--- src/rtl/mac_if_pkg.sv ---
// Shared RX MAC types: frame-control FSM states, RX error codes and the per-frame status record.
package mac_if_pkg;

  localparam int unsigned LEN_W = 16;

  localparam logic [7:0] PREAMBLE_BYTE = 8'h55;
  localparam logic [7:0] SFD_BYTE      = 8'hD5;

  typedef enum logic [1:0] {
    ST_IDLE,
    ST_PREAMBLE,
    ST_DATA,
    ST_DROP
  } rx_ctrl_state_t;

  typedef enum logic [2:0] {
    ERR_OK      = 3'd0,
    ERR_CRC     = 3'd1,
    ERR_RUNT    = 3'd2,
    ERR_GIANT   = 3'd3,
    ERR_GMII_ER = 3'd4,
    ERR_NO_SFD  = 3'd5,
    ERR_OVERRUN = 3'd6
  } rx_err_code_t;

  typedef struct packed {
    logic             good;
    rx_err_code_t     err;
    logic [LEN_W-1:0] len;
  } rx_status_t;

endpackage

--- src/rtl/rx_frame_ctrl_skid.sv ---
// One-entry valid/ready holding register for the per-frame status record.
module rx_status_skid
  import mac_if_pkg::*;
(
  input  logic       clk,
  input  logic       rst,
  input  logic       i_valid,
  input  rx_status_t i_data,
  output logic       o_ready,
  output logic       o_valid,
  output rx_status_t o_data,
  input  logic       i_ready
);

  logic       r_valid;
  rx_status_t r_data;

  // A new record may load in the same cycle the held one is accepted.
  assign o_ready = !r_valid || i_ready;
  assign o_valid = r_valid;
  assign o_data  = r_data;

  always_ff @(posedge clk) begin
    if (rst) begin
      r_valid <= 1'b0;
      r_data  <= '0;
    end else if (i_valid && o_ready) begin
      r_valid <= 1'b1;
      r_data  <= i_data;
    end else if (i_ready) begin
      r_valid <= 1'b0;
    end
  end

endmodule

--- src/rtl/rx_frame_ctrl.sv ---
// Per-frame RX sequencer: preamble/SFD hunt, CRC checker gating, byte count and status record.
// Optional statistics counters are built when RX_FRAME_CTRL_STATS_EN is defined.
module rx_frame_ctrl
  import mac_if_pkg::*;
#(
  parameter int unsigned MIN_FRAME_LEN = 64,
  parameter int unsigned MAX_FRAME_LEN = 1518,
  parameter int unsigned MAX_PREAMBLE  = 7
) (
  input  logic             clk,
  input  logic             rst,
  input  logic             gmii_valid_i,
  input  logic             gmii_er_i,
  input  logic [7:0]       gmii_data_i,
  input  logic             crc_ok_i,
  output logic             crc_clr_o,
  output logic             crc_en_o,
  output logic             status_valid_o,
  input  logic             status_ready_i,
  output logic             status_good_o,
  output logic [2:0]       status_err_o,
  output logic [LEN_W-1:0] status_len_o
`ifdef RX_FRAME_CTRL_STATS_EN
  ,
  output logic [31:0]      stat_good_o,
  output logic [31:0]      stat_bad_o,
  output logic [31:0]      stat_ovr_o
`endif
);

  localparam int unsigned PRE_W = 4;

  rx_ctrl_state_t   r_state;
  logic [PRE_W-1:0] r_pre_cnt;
  logic [LEN_W-1:0] r_len;
  logic             r_er;
  logic             r_fin_v;
  rx_status_t       r_fin;
  logic             r_ovr;

  rx_err_code_t     w_end_err;
  rx_status_t       w_rec;
  rx_status_t       w_out;
  logic             w_skid_rdy;

  // CRC strobes align with the byte on gmii_data_i, so they decode the live input.
  assign crc_clr_o = !rst && gmii_valid_i && (gmii_data_i == SFD_BYTE) &&
                     ((r_state == ST_IDLE) || (r_state == ST_PREAMBLE));
  assign crc_en_o  = !rst && gmii_valid_i && (r_state == ST_DATA);

  always_comb begin
    w_end_err = ERR_OK;
    if (r_er)                                 w_end_err = ERR_GMII_ER;
    else if (r_len < LEN_W'(MIN_FRAME_LEN))   w_end_err = ERR_RUNT;
    else if (r_len > LEN_W'(MAX_FRAME_LEN))   w_end_err = ERR_GIANT;
    else if (!crc_ok_i)                       w_end_err = ERR_CRC;
  end

  always_ff @(posedge clk) begin
    if (rst) begin
      r_state   <= ST_IDLE;
      r_pre_cnt <= '0;
      r_len     <= '0;
      r_er      <= 1'b0;
      r_fin_v   <= 1'b0;
      r_fin     <= '0;
    end else begin
      r_fin_v <= 1'b0;
      case (r_state)
        ST_IDLE: begin
          r_pre_cnt <= '0;
          r_len     <= '0;
          r_er      <= 1'b0;
          if (gmii_valid_i) begin
            if (gmii_data_i == PREAMBLE_BYTE) begin
              r_state   <= ST_PREAMBLE;
              r_pre_cnt <= PRE_W'(1);
            end else if (gmii_data_i == SFD_BYTE) begin
              r_state <= ST_DATA;
            end else begin
              r_state <= ST_DROP;
            end
          end
        end
        ST_PREAMBLE: begin
          if (!gmii_valid_i) begin
            r_state <= ST_IDLE;
          end else begin
            if (gmii_er_i) r_er <= 1'b1;
            if (gmii_data_i == PREAMBLE_BYTE) begin
              if (r_pre_cnt >= PRE_W'(MAX_PREAMBLE)) r_state <= ST_DROP;
              else r_pre_cnt <= r_pre_cnt + PRE_W'(1);
            end else if (gmii_data_i == SFD_BYTE) begin
              r_state <= ST_DATA;
            end else begin
              r_state <= ST_DROP;
            end
          end
        end
        ST_DATA: begin
          if (gmii_valid_i) begin
            if (r_len != '1) r_len <= r_len + LEN_W'(1);
            if (gmii_er_i)   r_er  <= 1'b1;
          end else begin
            r_fin_v <= 1'b1;
            r_fin   <= '{good: (w_end_err == ERR_OK), err: w_end_err, len: r_len};
            r_state <= ST_IDLE;
          end
        end
        ST_DROP: begin
          if (!gmii_valid_i) begin
            r_fin_v <= 1'b1;
            r_fin   <= '{good: 1'b0, err: ERR_NO_SFD, len: r_len};
            r_state <= ST_IDLE;
          end
        end
        default: r_state <= ST_IDLE;
      endcase
    end
  end

  // Sticky overrun: set when a finished record finds the holding register busy, cleared on load.
  assign w_rec = r_ovr ? '{good: 1'b0, err: ERR_OVERRUN, len: r_fin.len} : r_fin;

  always_ff @(posedge clk) begin
    if (rst)          r_ovr <= 1'b0;
    else if (r_fin_v) r_ovr <= !w_skid_rdy;
  end

  rx_status_skid u_skid (
    .clk     (clk),
    .rst     (rst),
    .i_valid (r_fin_v),
    .i_data  (w_rec),
    .o_ready (w_skid_rdy),
    .o_valid (status_valid_o),
    .o_data  (w_out),
    .i_ready (status_ready_i)
  );

  assign status_good_o = w_out.good;
  assign status_err_o  = w_out.err;
  assign status_len_o  = w_out.len;

`ifdef RX_FRAME_CTRL_STATS_EN
  logic [31:0] r_stat_good;
  logic [31:0] r_stat_bad;
  logic [31:0] r_stat_ovr;

  always_ff @(posedge clk) begin
    if (rst) begin
      r_stat_good <= '0;
      r_stat_bad  <= '0;
      r_stat_ovr  <= '0;
    end else if (r_fin_v) begin
      if (!w_skid_rdy)   r_stat_ovr  <= r_stat_ovr + 32'd1;
      else if (w_rec.good) r_stat_good <= r_stat_good + 32'd1;
      else                 r_stat_bad  <= r_stat_bad + 32'd1;
    end
  end

  assign stat_good_o = r_stat_good;
  assign stat_bad_o  = r_stat_bad;
  assign stat_ovr_o  = r_stat_ovr;
`endif

endmodule

--- config.mk ---
export PLATFORM = sky130hd
export DESIGN_NAME = rx_frame_ctrl
export DESIGN_NICKNAME = d
export VERILOG_FILES = /design/src/rtl/mac_if_pkg.sv /design/src/rtl/rx_frame_ctrl_skid.sv /design/src/rtl/rx_frame_ctrl.sv
export SDC_FILE = /design/constraint.sdc
export NUM_CORES = 1
export LEC_CHECK = 0
export CAP_MARGIN = 20
export CORE_MARGIN = 8
export CORE_UTILIZATION = 45
export DETAILED_ROUTE_END_ITERATION = 12
export GPL_TIMING_DRIVEN = 1
export PLACE_DENSITY = 0.71
export SLEW_MARGIN = 20
export SYNTH_ARGS = -nofsm -noshare
export SYNTH_HDL_FRONTEND = slang
export SYNTH_HIERARCHICAL = 1
export SYNTH_SLANG_ARGS = --single-unit
--- constraint.sdc ---
create_clock -name clk -period 1.8 [get_ports clk]
set_clock_uncertainty 0.2 [all_clocks]
set_input_delay 0.27 -clock clk [delete_from_list [all_inputs] [get_ports clk]]
set_output_delay 0.27 -clock clk [all_outputs]
set_load 0.05 [all_outputs]
---- After elaboration in Yosys (flattened, before gate mapping) ----
Cells that the tools add are included.
word-level totals
  register bits ........................... 66
  output and inout port bits .............. 23
  input port bits ......................... 14
cells by class
  magnitude comparators ................... 3
  reduce and logical (&&, ||, !) cells .... 25
  eq/ne operators ......................... 18
  mux-type cells .......................... 31
  bitwise operators ....................... 1
  $add $sub $neg .......................... 2
operator list
  cell                                                                number
  two-way mux 20 bit                                                  3
  one-hot mux 20 bit (2 select lines)                                 1
  two-way mux 16 bit                                                  2
  one-hot mux 16 bit (2 select lines)                                 1
  adder 16 x 1 -> 16 bit (second input constant)                      1
  > comparator 16 x 11 -> 1 bit (second input constant)               1
  less-than comparator 16 x 7 -> 1 bit (second input constant)        1
  two-way mux 2 bit                                                   8
  inequality test 16 bit (second input constant)                      1
  inequality test 2 bit (second input constant)                       7
  two-way mux 4 bit                                                   3
  AND reduction 3 bit                                                 4
  nonzero test 2 bit                                                  5
  two-way mux 1 bit                                                   9
  == test 8 x 7 -> 1 bit (second input constant)                      1
  == test 8 bit (second input constant)                               1
  inequality test 2 x 1 -> 1 bit (second input constant)              4
  one-hot mux 4 bit (2 select lines)                                  1
  one-hot mux 2 bit (3 select lines)                                  1
  OR reduction 2 bit                                                  3
  logical AND 1 bit                                                   5
  adder 4 x 1 -> 4 bit (second input constant)                        1
  == test 2 bit (second input constant)                               2
  greater-or-equal comparator 4 x 3 -> 1 bit (second input constant)  1
  other kinds (10)                                                    13

---- Logic depth before layout (Yosys ltp) ----
Gate-level depths: netlist of the first run.
  depth after elaboration ................. 7
  depth in mapped cells ................... 7
  gate-level depth less buffers ........... 6

---- By module ----
The synthesis of the first run kept the hierarchy.
by module, submodules not included
  module          area each (µm²)  instances  sequential area each (µm²)  cells each
  rx_frame_ctrl   2285.9           1          900.9                       278
  rx_status_skid  985.9            1          420.4                       96

---- Worst setup path before layout of the first run ----
Ideal clock, no wire load.
  path type ............................... input port to output port
  start ................................... input port gmii_data_i[1]
  end ..................................... output port crc_clr_o
  path buffers ............................ 0
  data arrival time ....................... 2.326 ns
  stages on the path ...................... 3
  path slack .............................. -0.996 ns
  cells stage by stage .................... nor3b_1 > nand3_1 > nor4b_1
on the way
  cells in the longest elaborated chain, start to end .. 3
ends and longest elaborated chain
  item                            line                 RTL
  from (decl)                     rx_frame_ctrl.sv:14  input logic [7:0] gmii_data_i,
  == test 8 bit                   rx_frame_ctrl.sv:47  assign crc_clr_o = !rst && gmii_valid_i && (gmii_data_i == SFD_BYTE) &&
  logical AND 1 bit (2 in a row)  rx_frame_ctrl.sv:47
  to (decl)                       rx_frame_ctrl.sv:16  output logic crc_clr_o,
Every way passes these cells.

---- Worst setup path in the final report of the first run ----
  start ................................... input port gmii_valid_i
  end ..................................... output port crc_clr_o
on the way
  cells in the longest elaborated chain, start to end .. 3
ends and longest elaborated chain
  item                            line                 RTL
  from (decl)                     rx_frame_ctrl.sv:12  input logic gmii_valid_i,
  logical AND 1 bit (3 in a row)  rx_frame_ctrl.sv:47
Every way passes these cells.

==> results of run 1 <==
## area by class of cell
type                       count  area [um2]
fill                         580        2500
multi-input combinational    268        2063
sequential                    66        1349
timing repair buffer          99       858.3
clock buffer                  10       137.6
tap                           99       123.9
clock inverter                 6       65.06
inverter                      10       40.04
## cell usage after synthesis, types with 3 or more instances
master and n:
or4_1 8, nor4_1 3, nor3_1 6, mux2i_1 6, buf_2 13, nor2b_1 3, dfxtp_1 66, nand3_1 30
ha_1 6, clkbuf_1 11, nand2b_1 5, a21bo_1 19, inv_1 10, o221ai_1 3, a31oi_1 6, nand2_1 41
a21oi_1 33, and3_1 3, o31ai_1 5, nor2_1 15, or3_1 8, nand4_1 6, buf_6 3, a21oi_2 18
o21ai_0 5, a211oi_1 3
## layer usage
metal | global-route usage, % | vias to the layer above
met4 | 7.102 | 0
met2 | 27.07 | 82
met1 | 20.20 | 1499
met5 | 0 | -
met3 | 4.399 | 24
li1 | - | 1527
## metrics by stage
step / setup TNS, ns / power [mW] / area, um2 / instances
finish: -0.3803 / 4.150 / 4637 / 558
floorplan: -0.04331 / 2.187 / 3328 / 374
CTS: -0.3656 / 3.945 / 4410 / 553
detailed placement: -5.817 / 2.562 / 4044 / 532
global route: -1.128 / 4.349 / 4637 / 558
global placement: -4.339 / 2.545 / 4044 / 532
## worst max-delay path, stage by stage
cell	delay (ns)
clkdlybuf4s50_1	0.55
buf_4	0.20
nor4b_4	0.26
buf_12	0.18
## power breakdown
group          total [mW]  internal (mW)  switching [mW]
sequential           1.57           1.52          0.0511
combinational        1.31          0.599           0.713
clock                1.27          0.679           0.588
total                4.15           2.80            1.35
## cell usage in the layout, fill, tap and decap left out, drive strengths merged, types with 6 or more instances in the layout
master	count
or3	8
or4	8
dlygate4sd2	7
nor3	6
buf	87
nand2b	6
mux2i	6
clkbuf	10
dfxtp	66
a21oi	51
nand2	41
nor2	15
inv	11
a31oi	6
nand3	31
ha	6
a21bo	20
nand4	7
## logic make-up after synthesis
kind of cell    after synthesis
buf+inv                      40
flops                        66
compound gates              109
xor+xnor                      1
simple gates                146
mux                           6
fa+ha+maj                     6
## worst paths after layout
kind                      from  slack, ns  cells past startpoint           end
hold reg to reg       r_fin[2]       0.26                      2      r_fin[2]
setup reg to reg    r_state[0]      -0.08                      9     r_len[12]
hold / removal             rst       0.23                      2  r_pre_cnt[1]
setup / recovery  gmii_valid_i      -0.13                      4     crc_clr_o
## flip-flops by register name, indices dropped and copies added (netlist names)
| register | cells |
|---|---|
| r_fin | 20 |
| u_skid/o_data | 20 |
| r_len | 16 |
| r_pre_cnt | 4 |
| r_state | 2 |
| r_er | 1 |
| r_fin_v | 1 |
| r_ovr | 1 |
| u_skid/o_valid | 1 |
## repair_timing
action,CTS,global route
resized for setup,37,45
endpoints found under the setup margin,14,28
buffers inserted,6,5
pin swaps,11,16
==> results.cfg, run 1 <==
[outcome]
outcome = finished, violations left
violations = setup timing

[global_routing]
grt_pass1_vias = 2966
antenna_found_initial = 0
grt_overflow = 0
grtUsageTotal_pct = 16.63
grt_pass1_wl_mm = 13.86
grt_max_degree = 43

[die]
fp.dieH_um = 101.3
boundaryPins = 37
fp.dieW_um = 101.3
rows = 31
dieArea_um2 = 10260
coreArea_um2 = 7137
start_util_pct = 45.85

[sta]
slew_headroom_pct = 62.25
max_freq_mhz = 518.5
post-route-period-util_pct = 107.1
worst_pin_slew_ns = 0.5662
rsz0062_at_grt = yes
setup_viol = 6
worst_hold_slack_ns = 0.2297
postLayoutSetupSlackWorst_ns = -0.1285
min_period_ns = 1.929
slew_violations = 0
final_hold_viol_count = 0

[synth]
yosysTopAreaCellShare_pct = 40.38
synthAdderAreaFrac_pct = 2.294
synth_top_family_by_area = compound AO/OA/AOI/OAI gates
synth_fp_nets = 394
synth_mux_area_share_pct = 1.836
syn-instance-count = 374
synth_xor_area_share_pct = 0.2677
synth.area.top_cells = dfxtp_1 40%, a21bo_1 5.8%, a21oi_1 5.0%
synth.avg_cell_area_um2 = 8.748
synth_area_um2 = 3272
synth_top_area_cell = dfxtp_1
yosys.area_share.simple_pct = 24.32
seq_area_frac_synth_pct = 40.38
synthArstFlopShare_pct = 0
synth_compound_area_share_pct = 25.09
ys_ff_latch = 66
synth_edf_count = 0
synth_ff_type = dfxtp_1
synthDistinctLibCells = 59
yosysWarnings = 6

[route]
vias_per_cell = 5.613
drt_iter0_markers = 207
highest_layer = met4
drc_errors = 0
vias = 3132
routed_wl_mm = 8.878
wl_met3_um = 493
wl_met1_mm = 3.788
wl_per_cell_um = 15.91
dr.pass1.iters = 4
antenna_left = 0
wl_met2_mm = 4.391

[critical_path]
critPathKind = in2out
arrival_ns = 1.46
endpoint_kind = primary output
crit_required_ns = 1.33
path_max_fanout = 9
critical_path.startpoint_type = input port

[clock_network]
cts_tree = built
ctsHtreeMaxLevel = 3
clockRootBuffer = clkbuf_8
cts_hold_buf = 0
numCtsBuffers = 9
clk_pin_slew_worst_paths_ns = 0.08
cts_max_path_buffers = 2
cts.sinks = 66
clk_latency_ns = 0.34

[power]
powerDensity_nw_per_um2 = 894.9
power_leakage_nw = 1.716
ir_worst_vdd_mv = 0.4060

[placed_design]
dp_slack_ns = -0.3907
io_buffers = 36
place_congestion = 0.8941
dp_hpwl_mm = 5.629

[final_layout]
finalCoreUtilization_pct = 64.97
nets = 474
layout-drive-gt1-share_pct = 40.74
antenna_cells = 0
area_delta_synth_final_pct = 41.72

[flow_run]
maxCapViolCount = 0

[worst_hold_path]
worst_hold_path_type = in2reg
(Power assumes the default switching activity.)
==> inputs of run 2 (changes only) <==
- CAP_MARGIN: 20 -> default
- GPL_ROUTABILITY_DRIVEN: default -> 0
==> results of run 2 <==
Same layout as run 1: the final DEF is identical, and so are final timing and power.
==> inputs of run 3 (changes only) <==
- GPL_TIMING_DRIVEN: 1 -> default
- clock period: 1.8 -> 1.6 ns (I/O delays scaled with it)
==> run 3 against run 2 <==
Net effect: the flow still finishes with violations (setup timing); register-to-register slack lost 0.31 ns; via count grew 9.0%; die area is the same; cell count grew 6.3%; sequential power grew 13%; clock-buffer cell count grew 1; flip-flop and latch count is the same; critical path depth grew 5; setup slack lost 0.27 ns; clock power grew 20%; critical path type is now reg2reg.
==> results.cfg, run 3 (same netlist as run 1, synthesis figures left out) <==
[outcome]
outcome = finished, violations left
violations = setup timing

[sta]
worst_pin_slew_ns = 0.4054
min_period_ns = 1.994
postLayoutSetupSlackWorst_ns = -0.3944
slew_violations = 0
setup_viol = 46
max_freq_mhz = 501.4
slew_headroom_pct = 72.97
final_hold_viol_count = 0
rsz0062_at_grt = yes
post-route-period-util_pct = 124.6

[global_routing]
grt_overflow = 0
antenna_found_initial = 0
grtUsageTotal_pct = 19.88
grt_pass1_vias = 3352
grt_pass1_wl_mm = 16.37
grt_max_degree = 33

[final_layout]
area_delta_synth_final_pct = 66.77
final_common_cell = buf_4
nets = 509
layout-drive-gt1-share_pct = 52.43
antenna_cells = 0
fin_area_um2 = 5456
layout_common_cells = 76 x buf_4, 49 x dfxtp_1, 33 x a21oi_2

[placed_design]
dp_slack_ns = -0.4739
placed_cell_area_um2 = 4557
io_buffers = 36
dp_hpwl_mm = 6.083

[die]
boundaryPins = 37
coreArea_um2 = 7137
fp.dieH_um = 101.3
dieArea_um2 = 10260
rows = 31
fp.dieW_um = 101.3
start_util_pct = 45.85

[route]
antenna_left = 0
dr.pass1.iters = 4
routed_wl_mm = 11.20
wl_per_cell_um = 18.88
vias_per_cell = 5.757
drc_errors = 0
vias = 3414
drt_iter0_markers = 288

[critical_path]
reg2reg_from = r_state[1]
critPathKind = reg2reg
arrival_ns = 2.07
endpoint_kind = flop
critical_path.startpoint_type = flop
path_max_fanout = 3
crit_required_ns = 1.67
setup.worst_path.start = r_state[1]

[clock_network]
numCtsBuffers = 9
ctsHtreeMaxLevel = 3
cts_max_path_buffers = 2
clk_latency_ns = 0.34
clockRootBuffer = clkbuf_8
cts_tree = built
cts.sinks = 66
clk_pin_slew_worst_paths_ns = 0.08
cts_hold_buf = 0

[power]
ir_worst_vdd_mv = 0.6583
power_leakage_nw = 2.005
powerDensity_nw_per_um2 = 955.1

[worst_hold_path]
worst_hold_path_type = in2reg
min_from = rst

[flow_run]
maxCapViolCount = 0
[run 3: cell count changes in the layout (fill, tap and decap cells not counted), moves of 4 or more]
cell and change:
nand2_1 -8, nand2_2 +7, buf_4 +4, a21oi_1 -14
clkdlybuf4s50_1 +5, buf_12 +22, dlygate4sd2_1 -5, buf_6 +7
a21oi_2 +13, dfxtp_1 -5
[run 3: per-layer routing]
layer,wire length [um],up-vias,track usage (%)
met3,645,42,4.948
li1,-,1592,-
met2,5734,126,33.40
met5,0,-,0
met4,435,0,8.247
met1,4382,1654,23.60
[run 3: path summary, 6_finish.rpt]
path                  endpoint  slack (ns)  cells past startpoint
setup / recovery  r_pre_cnt[0]       -0.39                      9
hold / removal       r_fin[18]        0.18                      2
setup reg to reg  r_pre_cnt[0]       -0.39                      9
hold reg to reg      r_fin[14]        0.26                      2
[run 3: power by group]
part	leakage (nW)	switching (mW)	internal, mW	total, mW
combinational	1.35	0.995	0.920	1.91
sequential	0.543	0.0601	1.71	1.77
clock	0.111	0.669	0.859	1.53
total	2.00	1.72	3.49	5.21
[run 3: timing repair]
item,CTS,global route
gates cloned,3,0
buffers inserted,18,14
resized for setup,63,51
setup endpoints to repair,43,45
pin swaps,24,24
hold endpoints to repair,0,0
[run 3: critical path, stage by stage, from the launching register on]
cell and delay, ns:
dfxtp_4 0.36, buf_6 0.13, inv_6 0.05, ha_4 0.13, buf_4 0.11, buf_6 0.09, nand3b_1 0.09, a21o_1 0.20
or3_1 0.37, a31oi_1 0.18
[run 3: final cells by class]
type	count	area, um2
Multi-Input combinational cell	268	2251
Timing Repair Buffer	134	1456
Fill cell	431	1680
Clock buffer	11	162.7
Inverter	10	42.54
Tap cell	99	123.9
Clock inverter	5	60.06
Sequential cell	66	1360
[run 3: per-stage QoR]
step	util [%]	TNS (ns)	power, mW	hold slack [ns]	std cells
2_1_floorplan	-	-1.893	2.615	0.1091	374
3_3_place_gp	63.85	-11.05	3.017	0.2455	547
3_5_place_dp	63.85	-12.72	3.046	0.2491	547
4_1_cts	73.19	-5.871	4.928	0.1406	583
5_1_grt	76.46	-12.53	5.409	0.1724	593
6_report	76.46	-10.63	5.212	0.1834	593
